$ cat src/rtl/aes_kat_sequencer.sv
// Known-answer-test sequencer: walks NUM_VECTORS {plaintext, key, expected} ROM entries through
// an AES core, compares each ciphertext and reports pass/fail, first failing index and timeouts.
module aes_kat_sequencer #(
  parameter int KEY_BITS    = 256,
  parameter int NUM_VECTORS = 2,
  parameter int ADDR_W      = 8,
  parameter int TIMEOUT     = 64
) (
  input  logic                clk,
  input  logic                rst,
  input  logic                start,
  output logic [ADDR_W-1:0]   rom_addr,
  input  logic [127:0]        rom_in,
  input  logic [KEY_BITS-1:0] rom_key,
  input  logic [127:0]        rom_expected,
  output logic                core_start,
  output logic [127:0]        core_in,
  output logic [KEY_BITS-1:0] core_key,
  input  logic                core_done,
  input  logic [127:0]        core_out,
  output logic                busy,
  output logic                done,
  output logic                pass,
  output logic                led,
  output logic [8:0]          fail_count,
  output logic [ADDR_W-1:0]   first_fail_idx,
  output logic                timeout_flag,
  output logic [2:0]          state_dbg
);

  if (!(KEY_BITS == 128 || KEY_BITS == 192 || KEY_BITS == 256)) begin : g_bad_key_bits
    $error("aes_kat_sequencer: KEY_BITS must be 128, 192 or 256");
  end
  if (NUM_VECTORS < 1 || NUM_VECTORS > 256 || (2 ** ADDR_W) < NUM_VECTORS) begin : g_bad_vectors
    $error("aes_kat_sequencer: NUM_VECTORS must be 1..256 and fit in ADDR_W");
  end
  if (TIMEOUT < 2) begin : g_bad_timeout
    $error("aes_kat_sequencer: TIMEOUT must be >= 2");
  end

  localparam int TMR_W = $clog2(TIMEOUT);
  localparam logic [TMR_W-1:0]  TMR_LAST = TMR_W'(TIMEOUT - 1);
  localparam logic [ADDR_W-1:0] IDX_LAST = ADDR_W'(NUM_VECTORS - 1);

  localparam logic [2:0] S_IDLE      = 3'd0;
  localparam logic [2:0] S_FETCH     = 3'd1;
  localparam logic [2:0] S_ROM_WAIT  = 3'd2;
  localparam logic [2:0] S_LAUNCH    = 3'd3;
  localparam logic [2:0] S_WAIT_CORE = 3'd4;
  localparam logic [2:0] S_COMPARE   = 3'd5;
  localparam logic [2:0] S_FINISH    = 3'd6;

  logic [2:0]        state;
  logic [ADDR_W-1:0] idx;
  logic [TMR_W-1:0]  timer;
  logic [127:0]      exp_reg;
  logic [127:0]      result;
  logic              timed_out;
  logic              mismatch;

  // Core handshake: core_start is a one-cycle request; core_in/core_key stay put until the core
  // answers with a one-cycle core_done, which is only honoured while waiting in WAIT_CORE.
  assign core_start = (state == S_LAUNCH);
  assign done       = (state == S_FINISH);
  assign led        = pass;
  assign state_dbg  = state;
  assign mismatch   = timed_out || (result != exp_reg);

  always_ff @(posedge clk) begin
    if (rst) begin
      state          <= S_IDLE;
      idx            <= '0;
      timer          <= '0;
      exp_reg        <= '0;
      result         <= '0;
      timed_out      <= 1'b0;
      rom_addr       <= '0;
      core_in        <= '0;
      core_key       <= '0;
      busy           <= 1'b0;
      pass           <= 1'b0;
      fail_count     <= '0;
      first_fail_idx <= '1;
      timeout_flag   <= 1'b0;
    end else begin
      case (state)
        S_IDLE: begin
          if (start) begin
            busy           <= 1'b1;
            idx            <= '0;
            fail_count     <= '0;
            pass           <= 1'b0;
            timeout_flag   <= 1'b0;
            first_fail_idx <= '1;
            state          <= S_FETCH;
          end
        end
        S_FETCH: begin
          rom_addr <= idx;
          state    <= S_ROM_WAIT;
        end
        S_ROM_WAIT: begin
          core_in  <= rom_in;
          core_key <= rom_key;
          exp_reg  <= rom_expected;
          state    <= S_LAUNCH;
        end
        S_LAUNCH: begin
          timer     <= '0;
          timed_out <= 1'b0;
          state     <= S_WAIT_CORE;
        end
        S_WAIT_CORE: begin
          // A core_done arriving on the last allowed cycle still counts as a real answer.
          if (core_done) begin
            result <= core_out;
            state  <= S_COMPARE;
          end else if (timer == TMR_LAST) begin
            timeout_flag <= 1'b1;
            timed_out    <= 1'b1;
            state        <= S_COMPARE;
          end else begin
            timer <= timer + 1'b1;
          end
        end
        S_COMPARE: begin
          if (mismatch) begin
            if (fail_count != 9'h1ff) fail_count <= fail_count + 9'd1;
            if (fail_count == 9'd0) first_fail_idx <= idx;
          end
          if (idx == IDX_LAST) begin
            state <= S_FINISH;
          end else begin
            idx   <= idx + 1'b1;
            state <= S_FETCH;
          end
        end
        S_FINISH: begin
          busy  <= 1'b0;
          pass  <= (fail_count == 9'd0);
          state <= S_IDLE;
        end
        default: state <= S_IDLE;
      endcase
    end
  end

endmodule

$ cat config.mk
export PLATFORM = sky130hd
export DESIGN_NAME = aes_kat_sequencer
export DESIGN_NICKNAME = d
export VERILOG_FILES = /design/src/rtl/aes_kat_sequencer.sv
export SDC_FILE = /design/constraint.sdc
export NUM_CORES = 1
export LEC_CHECK = 0
export CAP_MARGIN = 40
export CORE_AREA = 2 2 411 413
export DETAILED_ROUTE_END_ITERATION = 16
export DIE_AREA = 0 0 413 415
export SLEW_MARGIN = 20
export SYNTH_ARGS = -nofsm -noshare
export SYNTH_HDL_FRONTEND = slang
export SYNTH_SLANG_ARGS = --single-unit
$ cat constraint.sdc
create_clock -name clk -period 3.7 [get_ports clk]
set_input_delay 0.74 -clock clk [delete_from_list [all_inputs] [get_ports clk]]
set_output_delay 0.74 -clock clk [all_outputs]
set_load 0.01 [all_outputs]
=== Yosys cells after proc, flatten, opt, wreduce, memory -nomap -nowiden ===
Index checks and enable logic that the tools add are counted.

* Bitwise logic cells: 0
* Multiplexer cells: 27
* Order comparisons: 0
* Add/subtract/negate cells: 3
* Shifts and indexed selects: 0
* Multiply operators: 0
* Div/mod/pow operators: 0
* Eq/ne operators: 19
* Reduce and logical (&&, ||, !) cells: 16

{| class="wikitable"
|+ Operators with widths
! operator !! count
|-
| != test 128 bit || 1
|-
| two-way mux 8 bit || 5
|-
| one-hot mux 8 bit (2 select lines) || 2
|-
| two-way mux 9 bit || 3
|-
| one-hot mux 3 bit (6 select lines) || 1
|-
| one-hot mux 9 bit (2 select lines) || 1
|-
| != test 2 bit (second input constant) || 8
|-
| two-way mux 3 bit || 4
|-
| two-way mux 6 bit || 2
|-
| one-hot mux 6 bit (2 select lines) || 1
|-
| AND reduction 4 bit || 3
|-
| adder 9 x 1 -> 9 bit (second input constant) || 1
|-
| equality test 3 bit (second input constant) || 3
|-
| logical NOT 9 bit || 1
|-
| != test 9 bit (second input constant) || 1
|-
| AND reduction 3 bit || 3
|-
| adder 8 x 1 -> 8 bit (second input constant) || 1
|-
| equality test 8 x 1 -> 1 bit (second input constant) || 1
|-
| one-hot mux 1 bit (2 select lines) || 4
|-
| nonzero test 2 bit || 4
|-
| adder 6 x 1 -> 6 bit (second input constant) || 1
|-
| equality test 3 x 2 -> 1 bit (second input constant) || 2
|-
| equality test 6 bit (second input constant) || 1
|-
| AND reduction 2 bit || 3
|-
| other kinds (5) || 8
|}

* Bits of input ports: 644
* Memory bits (read-only): 0
* RAM bits: 0
* Logic and storage cells: 79
* Latch bits: 0
* Memories: 0
* Register bits: 686
* Output and inout bits: 418

=== Longest topological paths before layout ===
* Depth in word-level cells: 4
* Depth in mapped cells: 10
* Depth with buffers taken out: 9

=== Worst setup path after synthesis ===
OpenSTA, ideal clock, no wires.

* Path type: register to register
* From: register fail_count[0]
* To: register fail_count[0]
* Arrival: 2.357 ns
* Setup time: 0.121 ns
* Required time: 3.579 ns
* Clock period less this slack: 2.478 ns
* Setup slack: 1.222 ns
* Cell stages (with the launch flop): 11
* Path buffers: 1
* Cells stage by stage: dfxtp_1 > ha_1 > and3_1 > and3_1 > and3_1 > ha_1 > o21ai_0 > inv_1 > or2_1 > buf_6 > mux2_4

* Cells in the longest elaborated chain, start to end: 4
* Elaborated cells between the ends (all ways): 7
* Classes of those cells: 1 x add/sub; 2 x eq/ne; 3 x mux; 1 x reduce/logical

{| class="wikitable"
|+ Ends and longest elaborated chain
! item !! line !! RTL
|-
| from (decl) || 25 || <nowiki>output logic [8:0] fail_count,</nowiki>
|-
| from (signal assigned) || 128 || <nowiki>if (fail_count != 9'h1ff) fail_count <= fail_count + 9'd1;</nowiki>
|-
| adder 9 x 1 -> 9 bit || 128 ||
|-
| two-way mux 9 bit || 128 ||
|-
| two-way mux 9 bit || 127 || <nowiki>if (mismatch) begin</nowiki>
|-
| one-hot mux 9 bit (2 select lines) || 86 || <nowiki>case (state)</nowiki>
|}

Several ways; a longest one is shown, not always the timed one. The select of a mux whose other input is x is not followed.
A chain may end at the register's enable or synchronous reset.

=== Worst setup path after layout ===
* From: register state[2] (netlist: state_dbg[2])
* To: output port done

* Cells in the longest elaborated chain, start to end: 1

{| class="wikitable"
|+ Ends and longest elaborated chain
! item !! line !! RTL
|-
| from (decl) || 53 || <nowiki>logic [2:0] state;</nowiki>
|-
| from (signal assigned) || 71 || <nowiki>state <= S_IDLE;</nowiki>
|-
| from (signal assigned) || 95 || <nowiki>state <= S_FETCH;</nowiki>
|-
| from (signal assigned) || 100 || <nowiki>state <= S_ROM_WAIT;</nowiki>
|-
| equality test 3 bit || 64 || <nowiki>assign done = (state == S_FINISH);</nowiki>
|-
| to (decl) || 22 || <nowiki>output logic done,</nowiki>
|}

No other way between the ends.

==> flow_metrics.py <==
metrics = {
    "timing": {
        "slew_headroom": 0.406,
        "min_period_ps": 3150,
        "finalSetupViolCount": 0,
        "drv_slew": 0,
        "max_freq_mhz": 317,
        "hold_viol_final": 0,
        "period_share": 0.852,
        "worstMarginPinSlew_ps": 883,
        "clock-skew-final_ps": 43.7,
        "fin_tns_setup_ps": 0,
        "rsz0062_at_grt": "false",
    },
    "power": {
        "pwr-share-clk": 0.456,
        "ir_worst_vdd_uv": 348,
        "p_leak_nw": 13.8,
        "pwr-share-comb": 0.148,
        "netSwitchingPower_w": 0.00558,
        "switching_share": 0.278,
        "intPower_w": 0.0145,
        "power.density_nw_per_um2": 482,
        "p_seq_frac": 0.396,
    },
    "route": {
        "drtIter0Drc": 2286,
        "met3_length_um": 16200,
        "wl_met2_um": 77400,
        "drt_pass1_iterations": 5,
        "drc": 0,
        "drt_wl_total_um": 162000,
        "ant_nets": 0,
        "wl_per_cell_um": 24.8,
        "highest_layer": "met5",
        "drt-met1-wl_um": 64200,
        "via_per_inst": 4.14,
        "via_count": 27000,
    },
    "logic_synthesis": {
        "synthTopCellsByCount": "1295 x nand2_1, 686 x dfxtp_1, 648 x a21oi_1",
        "syn_area_per_cell_um2": 7.80,
        "synth.largest_area_cell": "dfxtp_1",
        "synthFlopType": "dfxtp_1",
        "synth_top_area_share": 0.541,
        "yosysSeqAreaShare": 0.541,
        "synth-async-reset-ratio": 0,
        "synth_edf_count": 0,
        "yosysMostFrequentCell": "nand2_1",
        "synth_area_leaders": "dfxtp_1 54%, nand2_1 19%, a21oi_1 13%",
        "yosys_warnings": 0,
        "syn-num-nets": 3906,
        "synth_area_um2": 25400,
        "synth_cell_types": 49,
        "ys_seq_elements": 686,
        "synthCells": 3256,
    },
    "worst_setup_path": {
        "critPathCaptureType": "output pin",
        "path_class": "flip-flop to output pin",
        "cp.required_ps": 2960,
        "cp_max_fo": 19,
        "arrival_ps": 2410,
        "cp-start-kind": "flip-flop",
    },
    "place": {
        "io_buffers": 1061,
        "gp_congestion": 0.932,
        "dpl.cell_count": 6351,
        "dp_hpwl_um": 128000,
    },
    "die": {
        "die-area_um2": 171000,
        "die_w_um": 413,
        "num_rows": 150,
        "core-area_um2": 167000,
        "io_pins": 1062,
        "initial_core_util": 0.152,
        "die_h_um": 415,
    },
    "final_layout": {
        "layout-drive-gt1-share": 0.0488,
        "largest_reg_flops": 256,
        "synthToLayoutAreaGrowth_pct": 63.9,
        "top_register": "core_key",
        "final_nets": 4885,
        "layout.cells.non_filler": 6526,
        "fin_util": 0.250,
    },
    "clock_network": {
        "worst_skew_pair.late_latency_ps": 720,
        "cts_resized": 0,
        "path_clk_slew_ps": 60,
        "cts_hold_buffers": 0,
        "clk_path_buf_depth": 3,
        "cts_root_buf": "clkbuf_16",
        "cts_setup_buffers": 0,
        "cts_buffers": 86,
        "cts_sinks": 686,
        "ctsHtreeMaxLevel": 3,
        "cts_tree": "built",
    },
    "outcome": {
        "status": "complete, no violations",
    },
    "worst_hold_path": {
        "hold_path.class": "input port to flip-flop",
    },
    "grt": {
        "grt_pass1_wl_um": 216000,
        "grt_overflow": 0,
        "track_usage": 0.181,
        "antenna_found_initial": 95,
        "grt_pass1_vias": 25600,
        "grt_max_degree": 129,
    },
    "job": {
        "maxCapViolCount": 0,
    },
}
cell type report:
type                    instances  area (um^2)
inverters                      40          150
repair buffers               1118        11200
multi-input cells            2303        10700
well taps                    2204         2760
diodes                         18         45.0
flip-flops and latches        686        13700
clock buffers                 121         2440
clock inverters                36          603
fillers                     18200       125000
critical path, cell delays in order, from the launching register on:
cell and delay [ps]:
dfxtp_1 720, nand2_1 200, inv_1 170, clkdlybuf4s50_1 600
cell families after synthesis:
family | after synthesis | synth area share
muxes | 19 | 0.00773
adders and majority gates | 6 | 0.00296
and+or+nand+nor | 1477 | 0.232
buffers and inverters | 267 | 0.0399
xor gates and xnor gates | 94 | 0.0324
AOI/OAI and AO/OA | 707 | 0.144
DFF | 686 | 0.541
metal layers:
layer / global-route usage / up-vias
met3: 0.0681 / 291
met4: 0.0357 / 6
met2: 0.307 / 1184
met5: 0 / -
li1: - / 12500
met1: 0.217 / 13000
path summary, 6_finish.rpt:
| kind | from | endpoint | slack [ps] | depth (start not counted) |
|---|---|---|---|---|
| worst min-delay path | rst | timer[1]$_SDFFE_PP0P_ | 450 | 2 |
| worst max register to register | result[47]$_SDFFE_PP0P_ | first_fail_idx[4]$_SDFFE_PP1P_ | 700 | 8 |
| worst min register to register | core_key[175]$_SDFFE_PP0P_ | core_key[175]$_SDFFE_PP0P_ | 450 | 2 |
| worst max-delay path | state_dbg[2]$_SDFFE_PP0P_ | done | 550 | 3 |
stage by stage:
stage | setup WS [ps] | hold slack, ps | instance area (um^2) | power, W
6_report | 549 | 448 | 41600 | 0.0201
3_3_place_gp | 61.9 | 441 | 38500 | 0.0111
5_1_grt | 315 | 433 | 41600 | 0.0208
3_5_place_dp | 607 | 446 | 38600 | 0.0111
2_1_floorplan | 1220 | 436 | 25400 | 0.00912
4_1_cts | 467 | 397 | 41600 | 0.0204
cells in the final DEF (no fill, tap or decap), drive strengths merged, types with 4 or more instances in the layout:
master,synthesis,layout
nand2,1295,1295
clkdlybuf4s50,0,1060
dfxtp,686,686
a21oi,648,648
clkbuf,221,121
xnor2,74,74
buf,6,58
nor2,50,50
inv,40,43
nand2b,29,29
nand4,26,26
o21ai,21,21
xor2,20,20
clkinv,0,19
diode,0,18
mux2i,17,17
nor3,16,16
nor4,16,16
nor2b,15,15
bufinv,0,10
o2111ai,9,9
o22ai,8,8
and3,7,7
ha,6,6
nand3,6,6
a22o,4,4
clkinvlp,0,4
power by group through the flow:
stage                     registers, W  logic (W)  clock network (W)
after floorplan                0.00817   0.000954                  0
after global placement         0.00809    0.00299                  0
after detailed placement       0.00810    0.00298                  0
after CTS                      0.00795    0.00300            0.00941
after global routing           0.00799    0.00319            0.00967
final                          0.00795    0.00298            0.00915
(Power assumes the default switching activity.)
